--- config.mk ---
export PLATFORM = sky130hd
export DESIGN_NAME = pipe_adder
export DESIGN_NICKNAME = d
export VERILOG_FILES = /design/src/rtl/pipe_adder_pkg.sv /design/src/rtl/pipe_adder_stage.sv /design/src/rtl/pipe_adder.sv
export SDC_FILE = /design/constraint.sdc
export NUM_CORES = 1
export LEC_CHECK = 0
export CAP_MARGIN = 10
export CORE_MARGIN = 5
export CORE_UTILIZATION = 56
export DETAILED_ROUTE_END_ITERATION = 10
export PLACE_DENSITY = 0.81
export SLEW_MARGIN = 40
export SYNTH_ARGS = -nofsm -noshare
export SYNTH_HDL_FRONTEND = slang
export SYNTH_SLANG_ARGS = --single-unit
export TNS_END_PERCENT = 10
--- constraint.sdc ---
create_clock -name clk -period 2.8 [get_ports clk]
set_input_delay 0.56 -clock clk [delete_from_list [all_inputs] [get_ports clk]]
set_output_delay 0.56 -clock clk [all_outputs]
set_load 0.005 [all_outputs]
--- src/rtl/pipe_adder_pkg.sv ---
// Shared helpers for pipe_adder: chunk sizing, split legality and saturation limits.
// Saturation constants are only consumed when PIPE_ADDER_SAT_EN is defined.
package pipe_adder_pkg;

    localparam int unsigned MaxWidth = 1024;

    function automatic bit split_ok(input int unsigned width, input int unsigned stages);
        return (stages >= 1) && (stages <= width) && ((width % stages) == 0);
    endfunction

    function automatic int unsigned chunk_width(input int unsigned width,
                                                input int unsigned stages);
        return (stages == 0) ? 0 : width / stages;
    endfunction

    // Signed limit for a width-bit word: 0111..1 or 1000..0, zero-extended to MaxWidth.
    function automatic logic [MaxWidth-1:0] sat_limit(input int unsigned width,
                                                      input logic negative);
        logic [MaxWidth-1:0] lim;
        lim = '0;
        for (int unsigned i = 0; i + 1 < width; i++) begin
            lim[i] = ~negative;
        end
        lim[width-1] = negative;
        return lim;
    endfunction

endpackage

--- src/rtl/pipe_adder_stage.sv ---
// One CW-bit chunk of the pipelined adder plus its valid/data register slice.
// With PIPE_ADDER_SAT_EN defined, the last stage clamps overflowing results.
module pipe_adder_stage
    import pipe_adder_pkg::*;
#(
    parameter int unsigned WIDTH = 32,
    parameter int unsigned CW    = 8,
    parameter int unsigned IDX   = 0,
    parameter bit          LAST  = 1'b0
) (
    input  logic             clk,
    input  logic             rst_n,
    input  logic             up_valid,
    output logic             up_ready,
    input  logic [WIDTH-1:0] up_a,
    input  logic [WIDTH-1:0] up_b,
    input  logic [WIDTH-1:0] up_sum,
    input  logic             up_carry,
    output logic             dn_valid,
    input  logic             dn_ready,
    output logic [WIDTH-1:0] dn_a,
    output logic [WIDTH-1:0] dn_b,
    output logic [WIDTH-1:0] dn_sum,
    output logic             dn_carry,
    output logic             dn_ovf
);

    localparam int unsigned Lo = IDX * CW;

`ifdef PIPE_ADDER_SAT_EN
    localparam logic [MaxWidth-1:0] SatMaxFull = sat_limit(WIDTH, 1'b0);
    localparam logic [MaxWidth-1:0] SatMinFull = sat_limit(WIDTH, 1'b1);
    localparam logic [WIDTH-1:0]    SatMax     = SatMaxFull[WIDTH-1:0];
    localparam logic [WIDTH-1:0]    SatMin     = SatMinFull[WIDTH-1:0];
`endif

    logic             valid_q;
    logic [WIDTH-1:0] a_q, b_q, sum_q, sum_d;
    logic             carry_q, ovf_q;

    logic [CW-1:0] a_chunk, b_chunk, s_chunk;
    logic          c_chunk, c_msb, ovf_d, load;

    assign a_chunk = up_a[Lo +: CW];
    assign b_chunk = up_b[Lo +: CW];
    assign {c_chunk, s_chunk} = {1'b0, a_chunk} + {1'b0, b_chunk} + {{CW{1'b0}}, up_carry};

    // Carry into the chunk MSB recovered from its sum bit; works for CW=1 too.
    assign c_msb = a_chunk[CW-1] ^ b_chunk[CW-1] ^ s_chunk[CW-1];
    assign ovf_d = c_msb ^ c_chunk;

    assign up_ready = !valid_q || dn_ready;
    assign load     = up_valid && up_ready;

    always_comb begin
        sum_d            = up_sum;
        sum_d[Lo +: CW]  = s_chunk;
`ifdef PIPE_ADDER_SAT_EN
        if (LAST && ovf_d) begin
            sum_d = up_a[WIDTH-1] ? SatMin : SatMax;
        end
`endif
    end

    always_ff @(posedge clk or negedge rst_n) begin
        if (!rst_n) begin
            valid_q <= 1'b0;
            a_q     <= '0;
            b_q     <= '0;
            sum_q   <= '0;
            carry_q <= 1'b0;
            ovf_q   <= 1'b0;
        end else begin
            if (up_ready) begin
                valid_q <= up_valid;
            end
            if (load) begin
                a_q     <= up_a;
                b_q     <= up_b;
                sum_q   <= sum_d;
                carry_q <= c_chunk;
                ovf_q   <= ovf_d;
            end
        end
    end

    assign dn_valid = valid_q;
    assign dn_a     = a_q;
    assign dn_b     = b_q;
    assign dn_sum   = sum_q;
    assign dn_carry = carry_q;
    assign dn_ovf   = ovf_q;

endmodule

--- src/rtl/pipe_adder.sv ---
// Pipelined WIDTH-bit add/subtract split into STAGES carry-chained chunks, valid/ready both sides.
// Define PIPE_ADDER_SAT_EN to clamp signed-overflowing results to the signed limit.
module pipe_adder
    import pipe_adder_pkg::*;
#(
    parameter int unsigned WIDTH  = 32,
    parameter int unsigned STAGES = 4
) (
    input  logic             clk,
    input  logic             rst_n,
    input  logic             in_valid,
    output logic             in_ready,
    input  logic [WIDTH-1:0] a,
    input  logic [WIDTH-1:0] b,
    input  logic             c_in,
    input  logic             sub,
    output logic             out_valid,
    input  logic             out_ready,
    output logic [WIDTH-1:0] sum,
    output logic             c_out,
    output logic             ovf
);

    localparam int unsigned CW = chunk_width(WIDTH, STAGES);

    if (!split_ok(WIDTH, STAGES)) begin : g_bad_split
        $fatal(1, "pipe_adder: WIDTH must be divisible by STAGES, 1 <= STAGES <= WIDTH");
    end

    // Index k is the boundary feeding stage k; index STAGES is the output side.
    logic             valid_p [STAGES+1];
    logic             ready_p [STAGES+1];
    logic [WIDTH-1:0] a_p     [STAGES+1];
    logic [WIDTH-1:0] b_p     [STAGES+1];
    logic [WIDTH-1:0] sum_p   [STAGES+1];
    logic             carry_p [STAGES+1];
    logic             ovf_p   [STAGES];

    assign valid_p[0] = in_valid;
    assign in_ready   = ready_p[0];
    assign a_p[0]     = a;
    assign b_p[0]     = sub ? ~b : b;
    assign sum_p[0]   = '0;
    assign carry_p[0] = sub | c_in;

    assign ready_p[STAGES] = out_ready;
    assign out_valid       = valid_p[STAGES];
    assign sum             = sum_p[STAGES];
    assign c_out           = carry_p[STAGES];
    assign ovf             = ovf_p[STAGES-1];

    for (genvar k = 0; k < STAGES; k++) begin : g_stage
        pipe_adder_stage #(
            .WIDTH (WIDTH),
            .CW    (CW),
            .IDX   (k),
            .LAST  (k == STAGES - 1)
        ) u_stage (
            .clk      (clk),
            .rst_n    (rst_n),
            .up_valid (valid_p[k]),
            .up_ready (ready_p[k]),
            .up_a     (a_p[k]),
            .up_b     (b_p[k]),
            .up_sum   (sum_p[k]),
            .up_carry (carry_p[k]),
            .dn_valid (valid_p[k+1]),
            .dn_ready (ready_p[k+1]),
            .dn_a     (a_p[k+1]),
            .dn_b     (b_p[k+1]),
            .dn_sum   (sum_p[k+1]),
            .dn_carry (carry_p[k+1]),
            .dn_ovf   (ovf_p[k])
        );
    end

endmodule

# Word level (Yosys, flattened, before mapping)
# Index checks and enable logic that the tools add are counted.
# W data, S select, Z words.
[word_totals]
reg_bits = 281
input_bits = 70
output_inout_bits = 36
elab_cells = 45
[op_classes]
n_addsub = 8
n_mux = 1
bitwise_logic = 5
reduce_logical = 12
[ops]
columns = ["cell", "n"]
rows = [
  ["$add A8 B8 Y9", 4],
  ["$add A9 B1 Y9", 4],
  ["$mux W32", 1],
  ["$not A32 Y32", 1],
  ["$logic_and A1 B1 Y1", 4],
  ["$logic_not A1 Y1", 4],
  ["$logic_or A1 B1 Y1", 4],
  ["$xor A1 B1 Y1", 3],
  ["$or A1 B1 Y1", 1],
]

# Depth between registers and ports, before layout
[depth]
ltp_word = 6
depth_mapped = 11
ltp_nobuf = 9

# Hierarchy
# A second synthesis with hierarchy kept.
[hier_totals]
hier_cells = 1073
hier_area_um2 = 16310.6
[by_module_without_submodules]
columns = ["mod", "n_inst", "cells_per_inst", "area_each_um2", "seq_area_each_um2"]
rows = [
  ["pipe_adder_stage (g_stage[0].u_stage ...)", 2, 259, 3983.8, 2477.4],
  ["pipe_adder_stage (g_stage[3].u_stage)", 1, 258, 3995.1, 2477.4],
  ["pipe_adder_stage (g_stage[2].u_stage)", 1, 259, 3986.3, 2477.4],
  ["pipe_adder", 1, 38, 361.6, 0.0],
]

# Least setup slack after synthesis
# No wires, ideal clock.
[synth_path]
path_kind = "input port to flip-flop"
startpoint = "input port sub"
endpoint = "register g_stage[0].u_stage.sum_q[6]"
setup_ns = 0.120
arrival_ns = 2.859
t_required_ns = 2.680
slack_ns = -0.179
cell_stages = 11
n_path_buf = 2
path_cell_list = "clkbuf_1 > buf_2 > or2_2 > fa_1 > inv_1 > fa_1 > nor2b_4 > o31a_1 > o21a_1 > or3_1 > a31o_1"
[synth_via]
elab_chain_cells = 3
elab_cells_between_ends = 4
cone_classes = "add/sub: 2; mux: 1; bitwise: 1"
[synth_rtl]
columns = ["item", "line", "rtl"]
rows = [
  ["from (decl)", "pipe_adder.sv:16", "input logic sub,"],
  ["$mux W32", "pipe_adder.sv:42", "assign b_p[0] = sub ? ~b : b;"],
  ["$add A8 B8 Y9", "pipe_adder_stage.sv:46", "assign {c_chunk, s_chunk} = {1'b0, a_chunk} + {1'b0, b_chunk} + {{CW{1'b0}}, up_carry};"],
  ["$add A9 B1 Y9 (*)", "pipe_adder_stage.sv:46", ""],
  ["to (signal assigned)", "pipe_adder_stage.sv:80", "sum_q <= sum_d;"],
  ["to (decl)", "pipe_adder_stage.sv:38", "logic [WIDTH-1:0] a_q, b_q, sum_q, sum_d;"],
]
# Every way passes the cells marked *; elsewhere a longest branch is shown, timed or not.
# A chain may end at the register's enable or synchronous reset.

# Worst setup path in the final report
[layout_path]
startpoint = "input port c_in"
endpoint = "register g_stage[0].u_stage.sum_q[6]"
[layout_via]
elab_chain_cells = 2
[layout_rtl]
columns = ["item", "line", "rtl"]
rows = [
  ["from (decl)", "pipe_adder.sv:15", "input logic c_in,"],
  ["$or A1 B1 Y1", "pipe_adder.sv:44", "assign carry_p[0] = sub | c_in;"],
  ["$add A9 B1 Y9", "pipe_adder_stage.sv:46", ""],
]
# No other way between the ends.

==> reports/results.ini <==
[yosys]
ys_seq_area_frac = 0.553
synth.most_common_cell = dfrtp_1
syn_area_per_cell_um2 = 12.6
synth-seq-cells = 185
synth-warning-count = 0
synth_top_area_frac = 0.553
synthesis.nets = 769
synthSimpleGateAreaFrac = 0.0601
synth_fa_ha_area_frac = 0.0610
ys_types = 43
synth_compound_area_frac = 0.0805
synth-xor-area-share = 0.0513
synthCells = 663
synth_top_family_by_area = multiplexers
yosys-top-cells-area = dfrtp_1, mux2_2, ha_1
synth_ff_type = dfrtp_1
synth_area_um2 = 8370
async_flop_share = 1.00
yosys.area.top_type = dfrtp_1
synth.top_cells.by_count = dfrtp_1, mux2_2, nand2_1
synthMuxAreaShare = 0.169
synth_edf_count = 0

[timing]
hold_violations = 0
slew_viol_final = 0
fin_ws_ps = 131
finalSetupViolCount = 0
tightest_slew_ps = 565
skew_ps = 5.90
finalSetupTns_ps = 0
min_period_over_period = 0.953
rsz0062_at_grt = no
slew_headroom = 0.624
fin_crit_ps = 2670
max_freq_ghz = 0.375

[power_and_ir_drop]
peakVddDrop_mv = 0.624
seq_power_share = 0.410
p_int_uw = 7090
swShare = 0.297
p_total_uw = 10100
powerDensity_nw_per_um2 = 971
p_switching_uw = 2990
p_comb_frac = 0.328
p_leak_uw = 0.00452
clockPowerShare = 0.262

[floorplan]
io_pins = 106
dieHeight_um = 132
coreArea_um2 = 14600
start_util = 0.574
fp.dieArea_um2 = 17500
rows = 44
die_x_um = 132

[placed_design]
dp_hpwl_um = 11500
pre_cts_slack_ps = -307
place_congestion = 0.834
portBuffers = 105
place_area_um2 = 9720

[grt]
grt_max_degree = 64
overflow = 0
antenna_found_initial = 0
track_usage = 0.189
grt_pass1_wl_um = 27200
grt_pass1_vias = 5720

[clock_tree]
htree_levels = 4
cts_buffer_depth = 2
cts_sinks = 185
postCtsSetupBuffers = 0
clockRootBuffer = clkbuf_16
clk_pin_slew_ps = 70
cts_inserted_buffers = 17
ctsHoldBuffers = 0
clk_latency_ps = 430
cts_tree = yes
ctsResizeCount = 0

[worst_setup_path]
crit_chain = clkdlybuf4s50_1 -> or2_4 -> fa_2 -> inv_2 -> fa_2 -> nor2b_4 -> o31a_1 -> o21a_1 -> or3_1 -> a31o_1
timing_worst_setup_path_type = input pin to register
max_stage_delay_ps = 410
path_buf_inv = 2
cp-end-kind = register
arrival_ps = 2990
worstPathMaxFanout = 2
critPathLaunchType = input pin
critical-path-top-delay-family = compound AO/OA/AOI/OAI gates
cp.required_ps = 3120
slowest_stage = clkdlybuf4s50_1
crit_path_frequent_cell = fa_2

[routing]
first_pass_iters = 4
drtAntennaViolNets = 0
drt_wl_total_um = 15900
drtIter0Drc = 328
wl_per_cell_um = 16.4
vias = 5313
drc = 0
routed_via_density = 5.47

[run_status]
status = finished, final reports clean

[hold_path]
min_path_type = input pin to async pin

[layout]
area_delta_synth_final_pct = 24.1
drive_gt1_frac = 0.239
antenna_cells = 0
n_fill_cell = 1004
design_area_um2 = 10400
num-nets-final = 880

[flow_run]
maxCapViolations = 0

-- layer usage --
metal,GRT usage,up-vias,part of all wire
met5,0,-,0
met4,0.0526,0,0.016
met3,0.0538,19,0.041
met2,0.314,119,0.50
met1,0.245,2637,0.44
li1,-,2538,-
-- flip-flops by register name, summed over array words and instances, names as in the netlist --
name,flops
g_stage.u_stage.dn_a,48
g_stage.u_stage.dn_carry,4
g_stage.u_stage.dn_b,48
g_stage.u_stage.dn_sum,80
g_stage.u_stage.dn_ovf,1
g_stage.u_stage.dn_valid,4
-- power groups by stage --
| stage | registers [uW] | clock network, uW | logic [uW] |
|---|---|---|---|
| global placement | 4130 | 0 | 3170 |
| detailed placement | 4200 | 0 | 3310 |
| floorplan | 4040 | 0 | 2160 |
| finish | 4140 | 2640 | 3310 |
| CTS | 4150 | 2700 | 3340 |
| global route | 4260 | 2810 | 3670 |
-- cell families after synthesis --
family	Yosys count
AND/OR/NAND/NOR	108
multiplexers	126
AO/OA/AOI/OAI	114
XOR/XNOR	49
adder cells (fa/ha/maj)	36
flip-flops	185
buffers and inverters	45
-- final cells by class --
type                       instances  area, um^2  share of cell area
tap                              184         230              0.0222
multi-input combinational        433        3560               0.343
clock buffer                      17         425              0.0410
inverter                          16        60.1             0.00578
clock inverter                    15         238              0.0229
sequential                       185        4630               0.446
timing repair buffer             121        1240               0.120
-- cell usage in the layout (no fill, tap or decap), types with 2 or more instances in the layout --
cell type and n:
nand2_2 2, or2_2 2, and2_1 2, a21oi_1 19
nand4_1 3, fa_2 2, inv_6 4, inv_1 15
clkdlybuf4s50_1 103, a21o_1 6, o21ai_1 2, nor2b_1 5
o211ai_1 4, dfrtp_1 185, nor3_1 6, nand2b_1 3
o31ai_1 7, clkbuf_16 17, clkinv_4 3, nor2_1 9
nand3_1 2, o21a_1 3, xor2_1 21, o21bai_1 3
buf_4 10, and3_1 3, or3_1 2, or4_1 2
fa_1 6, bufinv_16 5, ha_1 28, nand2_1 60
buf_12 6, mux2_2 126, clkinvlp_4 2, xnor2_1 28
o21ai_0 55, a211oi_1 7
-- per-stage QoR --
| stage | utilization | instances | hold slack (ps) |
|---|---|---|---|
| 2_1_floorplan | - | 663 | 264 |
| 3_3_place_gp | 0.667 | 939 | 459 |
| 3_5_place_dp | 0.667 | 939 | 468 |
| 4_1_cts | 0.712 | 971 | 125 |
| 5_1_grt | 0.712 | 971 | 152 |
| 6_report | 0.712 | 971 | 120 |
-- worst paths after layout --
check,startpoint,endpoint,slack (ps),cells past startpoint
max in group asynchronous,rst_n,g_stage[2].u_stage.dn_b[29],1980,2
worst min register to register,g_stage[0].u_stage.dn_sum[3],g_stage[0].u_stage.dn_sum[3],480,2
worst max-delay path,c_in,g_stage[0].u_stage.dn_sum[6],130,10
worst max register to register,g_stage[2].u_stage.dn_a[24],g_stage[3].u_stage.dn_sum[30],390,7
worst min-delay path,rst_n,g_stage[3].u_stage.dn_sum[30],120,1
min in group clk,g_stage[0].u_stage.dn_sum[3],g_stage[0].u_stage.dn_sum[3],480,2
No activity file was read; power rests on OpenSTA's default activity.
